--- config.mk ---
export PLATFORM = sky130hd
export DESIGN_NAME = uart_sort_host
export DESIGN_NICKNAME = d
export VERILOG_FILES = /design/src/rtl/uart_sort_host.sv
export SDC_FILE = /design/constraint.sdc
export NUM_CORES = 1
export LEC_CHECK = 0
export ABC_AREA = 1
export CORE_UTILIZATION = 64
export DETAILED_ROUTE_END_ITERATION = 6
export GPL_TIMING_DRIVEN = 1
export PLACE_DENSITY = 0.78
export SLEW_MARGIN = 20
export SYNTH_ARGS = -nofsm -noshare
export SYNTH_HDL_FRONTEND = slang
export SYNTH_SLANG_ARGS = --single-unit
export TNS_END_PERCENT = 1
--- constraint.sdc ---
create_clock -name clk -period 5.32 [get_ports clk]
set_input_delay 1.064 -clock clk [delete_from_list [all_inputs] [get_ports clk]]
set_output_delay 1.064 -clock clk [all_outputs]
set_load 0.03 [all_outputs]
--- src/rtl/uart_sort_host.sv ---
// Host-side self-test driver for the UART sort engine: streams LFSR-generated
// sequences out byte-wise, then checks returned sequences for order and sum.
//   state     | meaning
//   S_IDLE    | waiting for start
//   S_LOAD    | fetch next LFSR word, accumulate tx sum
//   S_SEND    | issue tx_start for current byte once transmitter is free
//   S_WAIT_HI | wait for transmitter to take the byte
//   S_WAIT_LO | wait for transmitter to finish, pick next byte/word/terminator
//   S_END     | issue tx_start for the terminator byte
//   S_FIN     | everything sent, wait for the result stream to complete
module uart_sort_host #(
  parameter int          WIDTH    = 32,
  parameter int          DEPTH    = 8,
  parameter int          NUM_SEQ  = 10,
  parameter logic [7:0]  END_BYTE = 8'h0A,
  parameter logic [31:0] SEED     = 32'hACE1_1234
) (
  input  logic                           clk,
  input  logic                           rst_n,
  input  logic                           start,
  output logic [7:0]                     tx_byte,
  output logic                           tx_start,
  input  logic                           tx_busy,
  input  logic [7:0]                     rx_byte,
  input  logic                           rx_valid,
  output logic                           busy,
  output logic                           done,
  output logic                           pass,
  output logic [$clog2(NUM_SEQ+1)-1:0]   err_count
);

  localparam int NB = WIDTH / 8;
  localparam int BW = (NB > 1) ? $clog2(NB) : 1;
  localparam int WW = (DEPTH > 1) ? $clog2(DEPTH) : 1;
  localparam int QW = (NUM_SEQ > 1) ? $clog2(NUM_SEQ) : 1;
  localparam int SW = WIDTH + $clog2(DEPTH);
  localparam int EW = $clog2(NUM_SEQ + 1);
  localparam logic [BW-1:0] B_LAST = BW'(NB - 1);
  localparam logic [WW-1:0] W_LAST = WW'(DEPTH - 1);
  localparam logic [QW-1:0] Q_LAST = QW'(NUM_SEQ - 1);
  localparam logic [31:0]   TAPS   = 32'h8020_0003;

  typedef enum logic [2:0] {
    S_IDLE, S_LOAD, S_SEND, S_WAIT_HI, S_WAIT_LO, S_END, S_FIN
  } state_t;

  state_t            state, state_nxt;
  logic [31:0]       lfsr;
  logic [WIDTH-1:0]  shreg;
  logic [BW-1:0]     byte_idx;
  logic [WW-1:0]     word_idx;
  logic [QW-1:0]     tx_seq;
  logic              term_sent;
  logic [SW-1:0]     tx_sum [NUM_SEQ];

  logic [WIDTH-1:0]  rx_shift, prev_word, rx_word;
  logic [BW-1:0]     rx_bidx;
  logic [WW-1:0]     rx_widx;
  logic [QW-1:0]     rx_seq;
  logic [SW-1:0]     rx_sum, sum_now;
  logic              seq_bad, bad_now;

  logic start_acc, rx_take, word_end, seq_end, seq_fail, rx_finish, tx_fire;
  logic byte_last, word_last, seq_last;
  logic [31:0] lfsr_step;

  always_comb begin
    start_acc = start & ~busy;
    rx_take   = rx_valid & busy;
    rx_word   = (rx_shift << 8) | WIDTH'(rx_byte);
    word_end  = rx_take && (rx_bidx == B_LAST);
    seq_end   = word_end && (rx_widx == W_LAST);
    bad_now   = seq_bad || ((rx_widx != '0) && (rx_word < prev_word));
    sum_now   = rx_sum + SW'(rx_word);
    seq_fail  = bad_now || (sum_now != tx_sum[rx_seq]);
    rx_finish = seq_end && (rx_seq == Q_LAST);
    tx_fire   = ((state == S_SEND) || (state == S_END)) && !tx_busy && !rx_finish;
    byte_last = (byte_idx == B_LAST);
    word_last = (word_idx == W_LAST);
    seq_last  = (tx_seq == Q_LAST);
    lfsr_step = lfsr[0] ? ((lfsr >> 1) ^ TAPS) : (lfsr >> 1);
  end

  always_ff @(posedge clk or negedge rst_n) begin
    if (!rst_n) state <= S_IDLE;
    else        state <= state_nxt;
  end

  always_comb begin
    state_nxt = state;
    case (state)
      S_IDLE:    if (start_acc) state_nxt = S_LOAD;
      S_LOAD:    state_nxt = S_SEND;
      S_SEND:    if (!tx_busy) state_nxt = S_WAIT_HI;
      S_WAIT_HI: if (tx_busy) state_nxt = S_WAIT_LO;
      S_WAIT_LO: begin
        if (!tx_busy) begin
          if (term_sent)                  state_nxt = S_FIN;
          else if (!byte_last)            state_nxt = S_SEND;
          else if (!(word_last && seq_last)) state_nxt = S_LOAD;
          else                            state_nxt = S_END;
        end
      end
      S_END:     if (!tx_busy) state_nxt = S_WAIT_HI;
      S_FIN:     state_nxt = S_FIN;
      default:   state_nxt = S_IDLE;
    endcase
    if (rx_finish) state_nxt = S_IDLE;
  end

  always_ff @(posedge clk or negedge rst_n) begin
    if (!rst_n) begin
      tx_start  <= 1'b0;
      tx_byte   <= '0;
      lfsr      <= SEED;
      shreg     <= '0;
      byte_idx  <= '0;
      word_idx  <= '0;
      tx_seq    <= '0;
      term_sent <= 1'b0;
      for (int i = 0; i < NUM_SEQ; i++) tx_sum[i] <= '0;
    end else begin
      tx_start <= tx_fire;
      if (tx_fire) tx_byte <= (state == S_END) ? END_BYTE : shreg[WIDTH-1 -: 8];
      if (start_acc) begin
        lfsr      <= SEED;
        byte_idx  <= '0;
        word_idx  <= '0;
        tx_seq    <= '0;
        term_sent <= 1'b0;
        for (int i = 0; i < NUM_SEQ; i++) tx_sum[i] <= '0;
      end
      case (state)
        S_LOAD: begin
          shreg          <= lfsr[WIDTH-1:0];
          tx_sum[tx_seq] <= tx_sum[tx_seq] + SW'(lfsr[WIDTH-1:0]);
          lfsr           <= lfsr_step;
        end
        S_WAIT_LO: begin
          if (!tx_busy && !term_sent) begin
            if (!byte_last) begin
              byte_idx <= byte_idx + 1'b1;
              shreg    <= shreg << 8;
            end else begin
              byte_idx <= '0;
              if (!word_last) begin
                word_idx <= word_idx + 1'b1;
              end else begin
                word_idx <= '0;
                if (!seq_last) tx_seq <= tx_seq + 1'b1;
              end
            end
          end
        end
        S_END: if (tx_fire) term_sent <= 1'b1;
        default: ;
      endcase
    end
  end

  // Result checker: one word per NB bytes, verdict taken on the last word of a sequence.
  always_ff @(posedge clk or negedge rst_n) begin
    if (!rst_n) begin
      busy      <= 1'b0;
      done      <= 1'b0;
      err_count <= '0;
      rx_shift  <= '0;
      prev_word <= '0;
      rx_bidx   <= '0;
      rx_widx   <= '0;
      rx_seq    <= '0;
      rx_sum    <= '0;
      seq_bad   <= 1'b0;
    end else if (start_acc) begin
      busy      <= 1'b1;
      done      <= 1'b0;
      err_count <= '0;
      rx_shift  <= '0;
      prev_word <= '0;
      rx_bidx   <= '0;
      rx_widx   <= '0;
      rx_seq    <= '0;
      rx_sum    <= '0;
      seq_bad   <= 1'b0;
    end else if (rx_take) begin
      rx_shift <= rx_word;
      if (!word_end) begin
        rx_bidx <= rx_bidx + 1'b1;
      end else begin
        rx_bidx   <= '0;
        prev_word <= rx_word;
        if (!seq_end) begin
          rx_widx <= rx_widx + 1'b1;
          rx_sum  <= sum_now;
          seq_bad <= bad_now;
        end else begin
          rx_widx <= '0;
          rx_sum  <= '0;
          seq_bad <= 1'b0;
          if (seq_fail) err_count <= err_count + EW'(1);
          if (rx_finish) begin
            busy   <= 1'b0;
            done   <= 1'b1;
            rx_seq <= '0;
          end else begin
            rx_seq <= rx_seq + 1'b1;
          end
        end
      end
    end
  end

  assign pass = done && (err_count == '0);

endmodule

Yosys cells after proc, flatten, opt, wreduce, memory -nomap -nowiden
Index checks and enable logic that the tools add are counted. W data, S select, Z words.

Register bits after elaboration: 543. Bits of input ports: 13. Output and inout bits: 16.

Add/subtract/negate cells: 9. $lt $le $gt $ge: 4. Eq/ne operators: 19. Mux-type cells: 85. Bitwise logic cells: 7. Reduce and logical (&&, ||, !) cells: 33.

Operator list (number): $mux W350 (2); $bwmux W350 (1); $mux W35 (9); $bmux W35 S4 (2); $mux W32 (8); $demux W35 S4 (1); $add A35 B32 Y35 (2); $mux W4 (16); $pmux W32 S2 (1); $mux W3 (17); $mux W24 (2); $ne A35 B35 Y1 (1); $lt A32 B32 Y1 (1); $or A32 B8 Y32 (1); $pmux W3 S6 (1); $mux W1 (17); $eq A3 B3 Y1 const B (5); $mux W2 (7); $reduce_bool A2 Y1 (7); $add A4 B1 Y4 const B (3); $reduce_and A4 Y1 (3); $ge A5 B5 Y1 const B (2); $logic_and A1 B1 Y1 (10); $not A4 Y5 (2); other kinds (22) (36).

Depth between registers and ports, before layout
Depth after elaboration: 11. Gate-level depth with buffers: 28. Mapped depth without buffers: 24.

Least setup slack after synthesis
Ideal clock, no wire load.

Path type: reg-to-reg. Start point: register tx_seq[0]. End point: register tx_sum[133] (netlist bit). Library setup time: 118 ps. Arrival: 3889 ps. Slack: 1312 ps. Stages on the path, launching flop included: 28. Buffers on the path: 5. Clock period less this slack: 4008 ps. Cell sequence: dfrtp_1 > buf_2 > buf_2 > clkbuf_1 > buf_2 > buf_1 > a21oi_1 > o21ai_0 > o21ai_0 > nand2_1 > nand3_1 > ha_1 > fa_1 > nand3_1 > nand2_1 > nand2_1 > nand2_1 > a21o_1 > nand2_1 > nand2_1 > a21oi_2 > inv_1 > a21oi_2 > inv_1 > nand2_1 > nand3b_2 > nand3_1 > nand2_1.

Word-level cells in the longest chain between the ends: 7.

RTL lines: from (decl) (line 52) `logic [QW-1:0] tx_seq;`; from (signal assigned) (line 150) `if (!seq_last) tx_seq <= tx_seq + 1'b1;`; $not A4 Y5 (implied by the code) * (line 136) `tx_sum[tx_seq] <= tx_sum[tx_seq] + SW'(lfsr[WIDTH-1:0]);`; $bmux W35 S4, or another cell as far along (line 136); $mux W35 (implied by the code) / $logic_and A1 B1 Y1 (equally long branches) (line 136); $mux W35 (implied by the code) (line 136); $add A35 B32 Y35 / $demux W35 S4 (equally long branches) (line 136); $bwmux W350 * (line 136); $mux W350 * (line 133) `case (state)`; to (signal, indexed assignment) (line 136); to (decl) (line 54) `logic [SW-1:0] tx_sum [NUM_SEQ];`.

Mark *: on every way between the ends. The rest lies on a longest branch, timed or not. The select of a mux whose other input is x is not followed. A chain may end at the register's enable or synchronous reset.

Final worst setup path
Start point: register tx_seq[1]. End point: register tx_sum[348] (netlist bit).

Same word-level chain as after synthesis.

==> flow_results.org <==
** Run status
- Outcome :: finished with violations
- The checks that failed: design-rule violations.

** Power
- Post-layout total power :: 20900 uW
- The analysis attributes to cell leakage a power of 0.0177 uW.
- For this design the ratio of total power to cell area is 581 nW/um2.
- IR analysis of the VDD net gives a maximum drop of 0.000363 V.

** Clock network
- The clock reaches the later pin of the worst-skew pair after 0.66 ns.
- After clock tree synthesis, the setup repair step added 0 buffers.
- Buffers inserted to repair hold after CTS numbered 0.
- Level count of the clock H-tree :: 2
- For this design, the sink count on the clock tree is 543.
- Clock tree from TritonCTS :: done
- The number of clock buffers added by TritonCTS is 57.
- Longest Clk Path Bufs :: 3
- Clk Tree Root Cell :: clkbuf_16
- Post-CTS repair changed the size of 0 cells.
- Clock-pin slew on the worst setup and hold paths :: 0.07 ns

** Drt
- The detailed router placed 33200 vias in this run.
- Drt via density :: 6.37
- In this run the remaining antenna-violating nets after routing total 0.
- Detailed-route DRC error count :: 16
- Drt total wl :: 111000 um
- After detailed routing, the average wire length per cell comes to 21.4 um.
- For this run, the detailed router's first-pass iteration total came to 7.
- Number of DRC markers in iteration 0 :: 4425

** Global route
- Global-route total usage across every layer :: 41.8%
- Largest net degree at the start of global routing :: 146
- The total overflow left after global routing is 0.
- The initial antenna violation count is 0.
- The first global-routing pass estimated 173000 um of wire.
- The via count of the first global-routing pass was 30200.

** Die
- Pin placement for this block handled 29 I/O pins.
- Die area :: 53100 um2
- The total area inside the core boundary comes to 51400 um2.
- Cell row count :: 83
- Horizontal die dimension :: 231 um
- In this run the vertical extent of the chip is 231 um.
- Starting Density :: 65.0%

** Timing
- Final hold violation count :: 0
- Minimum hold slack :: 0.459 ns
- RSZ-0062 raised after global routing :: no
- Summed over all failing endpoints, the final setup total negative slack is 0 ns.
- Fmax achieved :: 216 MHz
- Setup violations remaining at the end of the flow were counted as 0.
- For the finished layout, the period the worst path requires is 4.62 ns.
- Worst Skew :: 0.0525 ns
- In the post-route analysis, the smallest setup slack over all paths is 0.700 ns.
- In this run the tightest slew margin relative to its limit is 29.7%.
- Share of the clock period used by the worst path after layout :: 86.8%
- Final Max Slew Viols :: 0
- Slew at the pin closest to its max-slew limit :: 1.05 ns

** Place
- During placement, the flow inserted port buffers numbering 28.
- Summed over all nets, the half-perimeter wirelength after detailed placement is 73800 um.
- Global placement routability congestion :: 1.04
- Timing analysis after detailed placement gives a worst setup slack of 0.869 ns.

** Yosys
- After synthesis the netlist holds a flip-flop and latch count of 543.
- Distinct cells, synth :: 58
- Among all flip-flop cells after synthesis, the most frequent one is dfrtp_1.
- When the netlist entered floorplanning its net count stood at 4737.
- Sequential cells were found to cover 40.7% of the synthesized design area.
- Post-Synthesis Mean Instance Area :: 7.25 um2
- After synthesis, the share of flip-flops with an asynchronous set or reset is 100%.
- Synthesis warning total :: 0
- After synthesis, the largest area contributor takes up 39.7% of total cell area.
- Count of flip-flops with a built-in enable after synthesis :: 0
- Combined area of all synthesized cells :: 33400 um2
- Summed over all instances, the cell type with the most area after synthesis is dfrtp_1.
- In the post-synthesis netlist, the biggest area contributors are dfrtp_1, nand3_1, nand2_1, o21ai_0, inv_1.
- Count of mapped cells out of synthesis :: 4612

** Finish
- The area growth from synthesis to layout is 7.80%.
- Post-layout util :: 70.1%
- The post-route netlist has 5.52% of its cells at a drive strength greater than 1.
- After the last flow step, the layout net total stands at 4606.
- The number of antenna diodes in the final layout is 0.
- Filler cell count :: 4389

** Setup path
- The largest single stage delay on the critical path is 0.72 ns.
- At the worst endpoint, the required time is 5.76 ns.
- Data arrival, critical path :: 5.06 ns
- STA classifies the critical path startpoint as a register.
- Worst Setup Path Type :: register to register
- Along the worst path, the maximum fanout reaches 46.
- Walking the worst path, the cells encountered are inv_2 > buf_4 > buf_4 > a21oi_1 > o21ai_0 > o21ai_0 > nand2_1 > nand3_1 > ha_1 > a21oi_1 > o21ai_0 > a21oi_1 > nor3_1 > nor3_1 > nand2_1 > nand2_1 > a21oi_1 > xnor2_1 > o21ai_0.
- Critical Path Sink Type :: register
- The slowest stage of the critical path is the dfrtp_4 cell.

** Hold path
- Worst min-delay path class :: input pin to async pin

** Run
- The tool flagged a number of max-cap violations equal to 0.
layer usage:
layer  part of all wire [%]  routed length (um)  GRT usage, %
met2                     43               48500          63.7
met4                    5.8                6410          22.2
met1                     40               44400          56.3
met5                      0                   0             0
met3                     11               12200          8.31
layout make-up:
| cell class | count | area, um2 | share of cell area (%) |
|---|---|---|---|
| inverters | 476 | 1800 | 5.01 |
| clock buffers | 79 | 1670 | 4.64 |
| well taps | 680 | 851 | 2.36 |
| repair buffers | 102 | 991 | 2.75 |
| clock inverters | 28 | 355 | 0.986 |
| multi-input cells | 3301 | 16700 | 46.4 |
| flip-flops and latches | 543 | 13600 | 37.8 |
per-stage QoR:
step | area [um2] | std cells
after detailed placement | 34000 | 5102
after global routing | 36000 | 5209
final | 36000 | 5209
after floorplan | 33400 | 4612
after CTS | 36000 | 5209
after global placement | 34000 | 5102
cell usage in the layout (no fill, tap or decap), types with 4 or more instances in the layout:
master / n
a21oi_1: 223
o21a_1: 7
buf_12: 12
buf_4: 62
o21bai_1: 6
clkinv_2: 15
o21ai_1: 33
bufinv_16: 7
nor2_1: 296
o31ai_1: 16
clkbuf_16: 59
clkbuf_8: 12
dfstp_2: 13
o21ai_0: 674
a221o_1: 17
ha_1: 110
clkdlybuf4s50_1: 27
nand2_2: 14
nand2_1: 910
xnor2_1: 22
inv_2: 8
clkbuf_1: 8
xor2_1: 13
o22ai_1: 64
a21o_1: 6
dfrtp_4: 4
nor3_1: 15
a32o_1: 4
nand3b_1: 10
inv_1: 461
a22oi_1: 4
nand4_1: 15
o211ai_1: 55
nor2_2: 11
dfrtp_1: 525
nand3_1: 713
o221ai_1: 10
a21oi_2: 4
nand3_2: 5
a31oi_1: 6
logic make-up (layout without fill, tap and decap cells):
logic type                 Yosys count  count (layout)  share of synthesized area, %
adders and majority gates          112             112                          4.24
AOI/OAI and AO/OA                 1144            1144                          18.7
DFF                                543             543                          40.7
xor gates and xnor gates            38              38                          1.06
muxes                                3               3                        0.0899
and+or+nand+nor                   2004            2004                          25.8
buffers and inverters              768             685                          9.38
synthesized netlist by cell type, drive strengths merged, types with 7 or more instances:
cell type,count
nand3b,11
nor2,309
buf,104
o21ai,707
a221o,17
dfrtp,530
nand2,925
nand3,718
nor3,16
ha,110
dfstp,13
a21oi,227
o31ai,16
inv,473
o211ai,55
o221ai,10
o21a,7
xnor2,23
clkbuf,188
xor2,15
nand4,15
o22ai,64
flip-flops by register name (all words and copies together), names as in the netlist, 2 cells and up:
name / cells
tx_seq: 4
rx_seq: 4
state: 3
tx_sum: 350
shreg: 32
word_idx: 3
rx_sum: 35
rx_bidx: 2
rx_shift: 24
prev_word: 32
err_count: 4
tx_byte: 8
lfsr: 32
byte_idx: 2
rx_widx: 3
worst paths after layout:
| kind | from | endpoint | slack, ns | cells past startpoint |
|---|---|---|---|---|
| setup / recovery | tx_seq[1]$_DFF_PN0_ | tx_sum[348]$_DFF_PN0_ | 0.70 | 19 |
| hold / removal | rst_n | tx_byte[7]$_DFFE_PN0P_ | 0.46 | 1 |
| setup reg to reg | tx_seq[1]$_DFF_PN0_ | tx_sum[348]$_DFF_PN0_ | 0.70 | 19 |
| hold reg to reg | tx_byte[0]$_DFFE_PN0P_ | tx_byte[0]$_DFFE_PN0P_ | 0.48 | 2 |
| max in group asynchronous | rst_n | rx_sum[27]$_DFFE_PN0P_ | 3.62 | 2 |
| min in group clk | tx_byte[0]$_DFFE_PN0P_ | tx_byte[0]$_DFFE_PN0P_ | 0.48 | 2 |
worst max-delay path, delay by kind of cell (launching register included):
kind | cells | cell delay, ns
AND/OR/NAND/NOR | 6 | 0.52
XOR/XNOR | 1 | 0.62
AO/OA/AOI/OAI | 8 | 1.11
flip-flops | 1 | 0.72
buffers and inverters | 3 | 1.04
adder cells (fa/ha/maj) | 1 | 0.34
power by group:
part           leakage [uW]  total, uW  switching, uW  internal [uW]
Clock               0.00100       4300           1760           2540
Combinational        0.0103      10500           7250           3210
Sequential          0.00640       6190            946           5240
Total                0.0177      20900           9950          11000
(Power assumes the default switching activity.)
